**src/rtl/c64_bus_pkg.sv**
```systemverilog
// Shared types and constants for the C64 bus arbitration slice.
package c64_bus_pkg;

  typedef enum logic [1:0] {
    IDLE,
    GRACE,
    DMA,
    RELEASE
  } arb_state_t;

  localparam int unsigned C64_GRACE_CYCLES = 3;

endpackage

```
**src/rtl/sat_counter.sv**
```systemverilog
// Saturating up-counter with synchronous clear; clear wins over increment.
module sat_counter #(
  parameter int unsigned W = 16
) (
  input  logic         clk,
  input  logic         reset_n,
  input  logic         clr,
  input  logic         inc,
  output logic [W-1:0] cnt
);

  always_ff @(posedge clk or negedge reset_n) begin
    if (!reset_n) begin
      cnt <= '0;
    end else if (clr) begin
      cnt <= '0;
    end else if (inc && (cnt != '1)) begin
      cnt <= cnt + W'(1);
    end
  end

endmodule

```
**src/rtl/cpu_bus_arbiter.sv**
```systemverilog
// 6510 bus-steal arbiter between video/cartridge DMA and the CPU wrapper.
// Define CPU_ARB_WRITE_GRACE_EN to let writes complete during grace and to enable steal_cnt.
module cpu_bus_arbiter
  import c64_bus_pkg::*;
#(
  parameter int unsigned GRACE_CYCLES = C64_GRACE_CYCLES,
  parameter int unsigned STEAL_CNT_W  = 16
) (
  input  logic                   clk,
  input  logic                   reset_n,
  input  logic                   cyc_en,
  input  logic                   vic_req,
  input  logic                   ext_dma,
  input  logic                   cpu_we,
  output logic                   ba,
  output logic                   rdy,
  output logic                   aec,
  output logic [STEAL_CNT_W-1:0] steal_cnt,
  input  logic                   steal_clr
);

  localparam logic [1:0] GCNT_INIT = 2'(GRACE_CYCLES - 1);

  arb_state_t state;
  logic [1:0] gcnt;
  logic       req;

  assign req = vic_req | ext_dma;

  always_ff @(posedge clk or negedge reset_n) begin
    if (!reset_n) begin
      state <= IDLE;
      gcnt  <= '0;
      ba    <= 1'b1;
    end else if (cyc_en) begin
      case (state)
        IDLE: begin
          if (req) begin
            state <= GRACE;
            gcnt  <= GCNT_INIT;
            ba    <= 1'b0;
          end
        end
        GRACE: begin
          if (!req) begin
            state <= IDLE;
            ba    <= 1'b1;
          end else if (ext_dma || (gcnt == '0)) begin
            state <= DMA;
          end else begin
            gcnt <= gcnt - 2'd1;
          end
        end
        DMA: begin
          if (!req) begin
            state <= RELEASE;
            ba    <= 1'b1;
          end
        end
        RELEASE: begin
          if (req) begin
            state <= GRACE;
            gcnt  <= GCNT_INIT;
            ba    <= 1'b0;
          end else begin
            state <= IDLE;
          end
        end
        default: begin
          state <= IDLE;
          ba    <= 1'b1;
        end
      endcase
    end
  end

  // CPU-facing strobes decode state only, so request glitches never reach RDY/AEC.
  always_comb begin
    aec = 1'b1;
    rdy = 1'b1;
    case (state)
      GRACE: begin
`ifdef CPU_ARB_WRITE_GRACE_EN
        rdy = cpu_we;
`else
        rdy = 1'b0;
`endif
      end
      DMA: begin
        aec = 1'b0;
        rdy = 1'b0;
      end
      default: begin
        aec = 1'b1;
        rdy = 1'b1;
      end
    endcase
  end

`ifdef CPU_ARB_WRITE_GRACE_EN
  sat_counter #(
    .W(STEAL_CNT_W)
  ) u_steal_cnt (
    .clk    (clk),
    .reset_n(reset_n),
    .clr    (cyc_en & steal_clr),
    .inc    (cyc_en && (state == DMA)),
    .cnt    (steal_cnt)
  );
`else
  logic unused_inputs;
  assign unused_inputs = &{1'b0, steal_clr, cpu_we};
  assign steal_cnt     = '0;
`endif

endmodule

```
**config.mk**
```make
export PLATFORM = sky130hd
export DESIGN_NAME = cpu_bus_arbiter
export DESIGN_NICKNAME = d
export VERILOG_FILES = /design/src/rtl/c64_bus_pkg.sv /design/src/rtl/sat_counter.sv /design/src/rtl/cpu_bus_arbiter.sv
export SDC_FILE = /design/constraint.sdc
export NUM_CORES = 1
export LEC_CHECK = 0
export ABC_AREA = 1
export CAP_MARGIN = 25
export CORE_MARGIN = 10
export CORE_UTILIZATION = 35
export DETAILED_ROUTE_END_ITERATION = 8
export PLACE_DENSITY = 0.74
export SYNTH_ARGS = -nofsm -noshare
export SYNTH_HDL_FRONTEND = slang
export SYNTH_SLANG_ARGS = --single-unit
```
**constraint.sdc**
```tcl
create_clock -name clk -period 1.5 [get_ports clk]
set_clock_uncertainty 0.05 [all_clocks]
set_input_delay 0.225 -clock clk [delete_from_list [all_inputs] [get_ports clk]]
set_output_delay 0.225 -clock clk [all_outputs]
set_load 0.005 [all_outputs]
```
; ---- After elaboration in Yosys (flattened, before gate mapping)
; Cells that the tools add are included.
[word_totals]
word_cells = 39
out_inout_bits = 19
reg_bits = 5
input_bits = 7
[op_classes]
n_reduce_logical = 9
add_sub_neg = 1
bitwise = 1
muxes = 15
n_eq_ne = 10
[ops]
columns = cell, count
row1 = 2-to-1 mux 2 bit, 7
row2 = inequality test 2 bit (second input constant), 5
row3 = one-hot mux 2 bit (4 select lines), 1
row4 = 2-to-1 mux 1 bit, 5
row5 = AND reduction 5 bit, 1
row6 = equality test 2 bit (second input constant), 2
row7 = zero test 2 bit, 2
row8 = one-hot mux 2 bit (2 select lines), 1
row9 = AND reduction 4 bit, 1
row10 = OR reduction 2 bit, 2
row11 = inequality test 3 bit (second input constant), 1
row12 = AND reduction 3 bit, 1
row13 = equality test 2 x 1 -> 1 bit (second input constant), 1
row14 = inequality test 2 x 1 -> 1 bit (second input constant), 1
row15 = one-hot mux 1 bit (2 select lines), 1
row16 = nonzero test 2 bit, 1
row17 = subtractor 2 x 1 -> 2 bit (second input constant), 1
row18 = logical OR 1 bit, 1
row19 = OR 1 bit, 1

; ---- Depth between registers and ports, before layout
[logic_depth]
ltp_word = 5
ltp_mapped = 9
mapped_depth_nobuf = 9

; ---- Worst setup path after synthesis
; No wires, ideal clock.
[synth_timing]
kind = reg2reg
start = register state[0]
end = register gcnt[0]
n_path_buf = 0
path_stages_with_launch = 7
arrival_time_ns = 1.234
setup_ns = 0.121
required_time_ns = 1.329
path_slack_ns = 0.095
synth_period_minus_slack_ns = 1.405
path_cell_list = dfrtp_1 -> inv_1 -> ha_1 -> nand2_1 -> nand4_1 -> nand2_1 -> o21ai_1
[synth_via]
elab_chain_len = 4
word_cells_on_any_way = 10
classes_between = eq/ne (5) / mux (1) / reduce/logical (4)
[synth_lines]
columns = item, line
row1 = "start, declared", cpu_bus_arbiter.sv:24  ; arb_state_t state;
row2 = "start signal, assigned", cpu_bus_arbiter.sv:32  ; state <= IDLE;
row3 = "start signal, assigned", cpu_bus_arbiter.sv:39  ; state <= GRACE;
row4 = "start signal, assigned", cpu_bus_arbiter.sv:46  ; state <= IDLE;
row5 = equality test 2 bit or zero test 2 bit (tied branches), cpu_bus_arbiter.sv:36  ; case (state)
row6 = OR reduction 2 bit (no source line), --
row7 = inequality test 2 x 1 -> 1 bit (no source line) or nonzero test 2 bit (tied branches), --
row8 = AND reduction 5 bit (no source line), --
row9 = "end signal, assigned", cpu_bus_arbiter.sv:51  ; gcnt <= gcnt - 2'd1;
row10 = "end, declared", cpu_bus_arbiter.sv:25  ; logic [1:0] gcnt;
; Several ways; a longest one is shown, not always the timed one.
; A chain may end at the register's enable or synchronous reset.

; ---- Worst setup path after layout
[layout_timing]
start = register state[0]
end = register gcnt[1]
; Same word-level chain as after synthesis.

==> impl_metrics.ini <==
[pwr]
cellPowerDensity_nw_per_um2 = 1641
power.share.switching_pct = 41.30
internal_power_mw = 0.6002
p_seq_share_pct = 22.6
p_switching_mw = 0.4223
p_clk_share_pct = 14.6
p_leak_nw = 0.3526
vdd_ir_drop_max_v = 0.0007787
p_comb_share_pct = 62.8

[hold_path]
hold_class = in2async

[route]
drt_iter0_drc = 6
drc = 0
routed_via_density = 4.149
vias = 419
wl_per_cell_um = 10.29
drt_pass1_iterations = 4
ant_nets = 0
wl_um = 1039

[timing]
min_period_over_period_pct = 92.79
hold_violations = 0
setup_tns_ns = 0
rsz0062_at_grt = no
timing.hold.ws_ns = 0.1501
finalCriticalPeriod_ns = 1.392
max_freq_mhz = 718.5
drv_slew = 0
worst_slack_ns = 0.1082
setup_viol = 0

[finish]
diodes = 0
fin_area_um2 = 623.1
drive_above_1_share_pct = 19.77
areaGrowthSynthToFinish_pct = 19.14
fin_util_pct = 46.15
nNetsFinal = 101

[setup_path]
cp_slowest_stage_delay_ns = 0.38
arrival_ns = 1.46
crit_family = flip-flops
r2r-end = gcnt[1]
startpoint_type = register
reg2reg_from = state[0]
worst_r2r_path_depth = 7
worstSetupPathType = reg2reg
path_cells = inv_2 > ha_4 > buf_4 > nand2_1 > nand4_1 > nand2_1 > o21ai_1
worst-path-buf-inv = 2
critPathCaptureType = register
crit_path_frequent_cell = nand2_1
critPathSlowestCell = dfrtp_1
reg2reg_slack_ns = 0.11
worstPathRequired_ns = 1.57
cp_max_fo = 4

[global_route]
grt_pass1_vias = 384
overflow = 0
antenna_found_initial = 0
grt_usage_pct = 5.649
grt_max_degree = 8
grt_first_pass_wirelength_um = 1573

[placement]
hpwlAfterDp_um = 862.9
placed_area_um2 = 593.1
port_buffers = 7
post-place-ws_ns = -0.06095
gp_congestion = 0.8007

[clock_tree]
cts_max_level = 1
clk_pin_slew_ns = 0.04
cts_root_buf = clkbuf_4
ctsLongestPathBuffers = 2
worstSkewPairLatency_ns = 0.24
holdBufCountCts = 0
cts_buffers = 3
cts_tree = built
clock_sinks = 5

[floorplan]
rows = 13
core_area_um2 = 1350
die_h_um = 58.66
io_pins = 26
start_util_pct = 38.74
die_area_um2 = 3440
die_w_um = 58.66

[yosys]
ys_types = 16
netlist_instances = 70
mappedNetlistArea_um2 = 523.0
ys_seq_area_share_pct = 24.16
synth_seq_cells = 5
yosysWarnings = 0
avgSynthCellArea_um2 = 7.471

[outcome]
status = finished, final reports clean

[job]
drv_cap = 0
==> logic make-up (layout without fill, tap and decap cells) <==
kind of cell / Yosys count / count (layout) / synth area share [%]
buffers and inverters: 27 / 28 / 30.86
and+or+nand+nor: 24 / 24 / 20.10
adders and majority gates: 7 / 7 / 16.75
AOI/OAI and AO/OA: 6 / 6 / 7.415
DFF: 5 / 5 / 24.16
other: 1 / 16 / 0.7170
==> area by class of cell <==
class | count | area (um^2)
flip-flops and latches | 5 | 126.4
fillers | 151 | 726.9
well taps | 15 | 18.77
repair buffers | 13 | 103.9
inverters | 11 | 41.29
clock buffers | 4 | 26.28
multi-input cells | 53 | 306.5
==> Yosys cell counts <==
cell type,n,share of area (%)
o21ai_0,1,0.96
nand2_2,1,1.2
buf_4,16,23
inv_1,11,7.9
conb_1,1,0.72
a21oi_2,1,1.7
o21ai_1,2,1.9
nand2_1,14,10
nand4_1,2,2.4
dfrtp_1,4,19
nand3_1,3,2.9
nor2_1,3,2.2
o31ai_1,2,2.9
ha_1,7,17
nand3b_1,1,1.4
dfstp_2,1,5.0
==> worst max path at each step <==
stage | start | to | slack (ns) | depth (start not counted)
2_1_floorplan | state[0] | gcnt[0] | 0.09 | 6
4_1_cts | register | aec | 0.02 | 4
5_1_grt | state[0] | gcnt[0] | 0.008 | 7
3_5_place_dp | state[0] | rdy | -0.06 | 4
6_report | state[0] | gcnt[1] | 0.11 | 7
3_3_place_gp | state[0] | rdy | -0.06 | 4
==> placed cells by master, fill, tap and decap left out, types with 3 or more instances in the layout <==
cell             instances
nand3_1                  3
clkdlybuf4s50_1          4
conb_1                  16
ha_1                     6
buf_4                    6
dfrtp_1                  4
nor2_1                   3
clkbuf_4                 3
nand2_1                 13
inv_1                   10
==> metal layers <==
| metal | track usage, % | wire [um] | part of all wire, % |
|---|---|---|---|
| met1 | 5.569 | 376 | 36 |
| met2 | 8.498 | 494 | 48 |
| met3 | 3.648 | 153 | 15 |
| met4 | 3.934 | 15 | 1.4 |
| met5 | 0 | 0 | 0 |
==> power groups by stage <==
| stage | sequential [mW] | clock, mW | combinational, mW |
|---|---|---|---|
| floorplan | 0.249 | 0 | 0.366 |
| global placement | 0.227 | 0 | 0.616 |
| detailed placement | 0.230 | 0 | 0.629 |
| CTS | 0.231 | 0.156 | 0.648 |
| global route | 0.241 | 0.166 | 0.735 |
| finish | 0.231 | 0.149 | 0.642 |
==> metrics by stage <==
step / power [mW] / cells
floorplan: 0.6158 / 85
detailed placement: 0.8593 / 97
finish: 1.022 / 101
global route: 1.142 / 101
CTS: 1.036 / 101
global placement: 0.8437 / 97
==> worst register-to-register path: stages (launching register included) <==
cell and delay [ns]:
dfrtp_1 0.38, inv_2 0.10, ha_4 0.21, buf_4 0.14
nand2_1 0.06, nand4_1 0.16, nand2_1 0.11, o21ai_1 0.06
==> timing repair <==
action | CTS | global route
gates cloned | 0 | 0
gates resized for setup | 8 | 3
setup endpoints to repair | 3 | 3
buffers inserted | 0 | 0
Power figures use the tool's default switching activity.
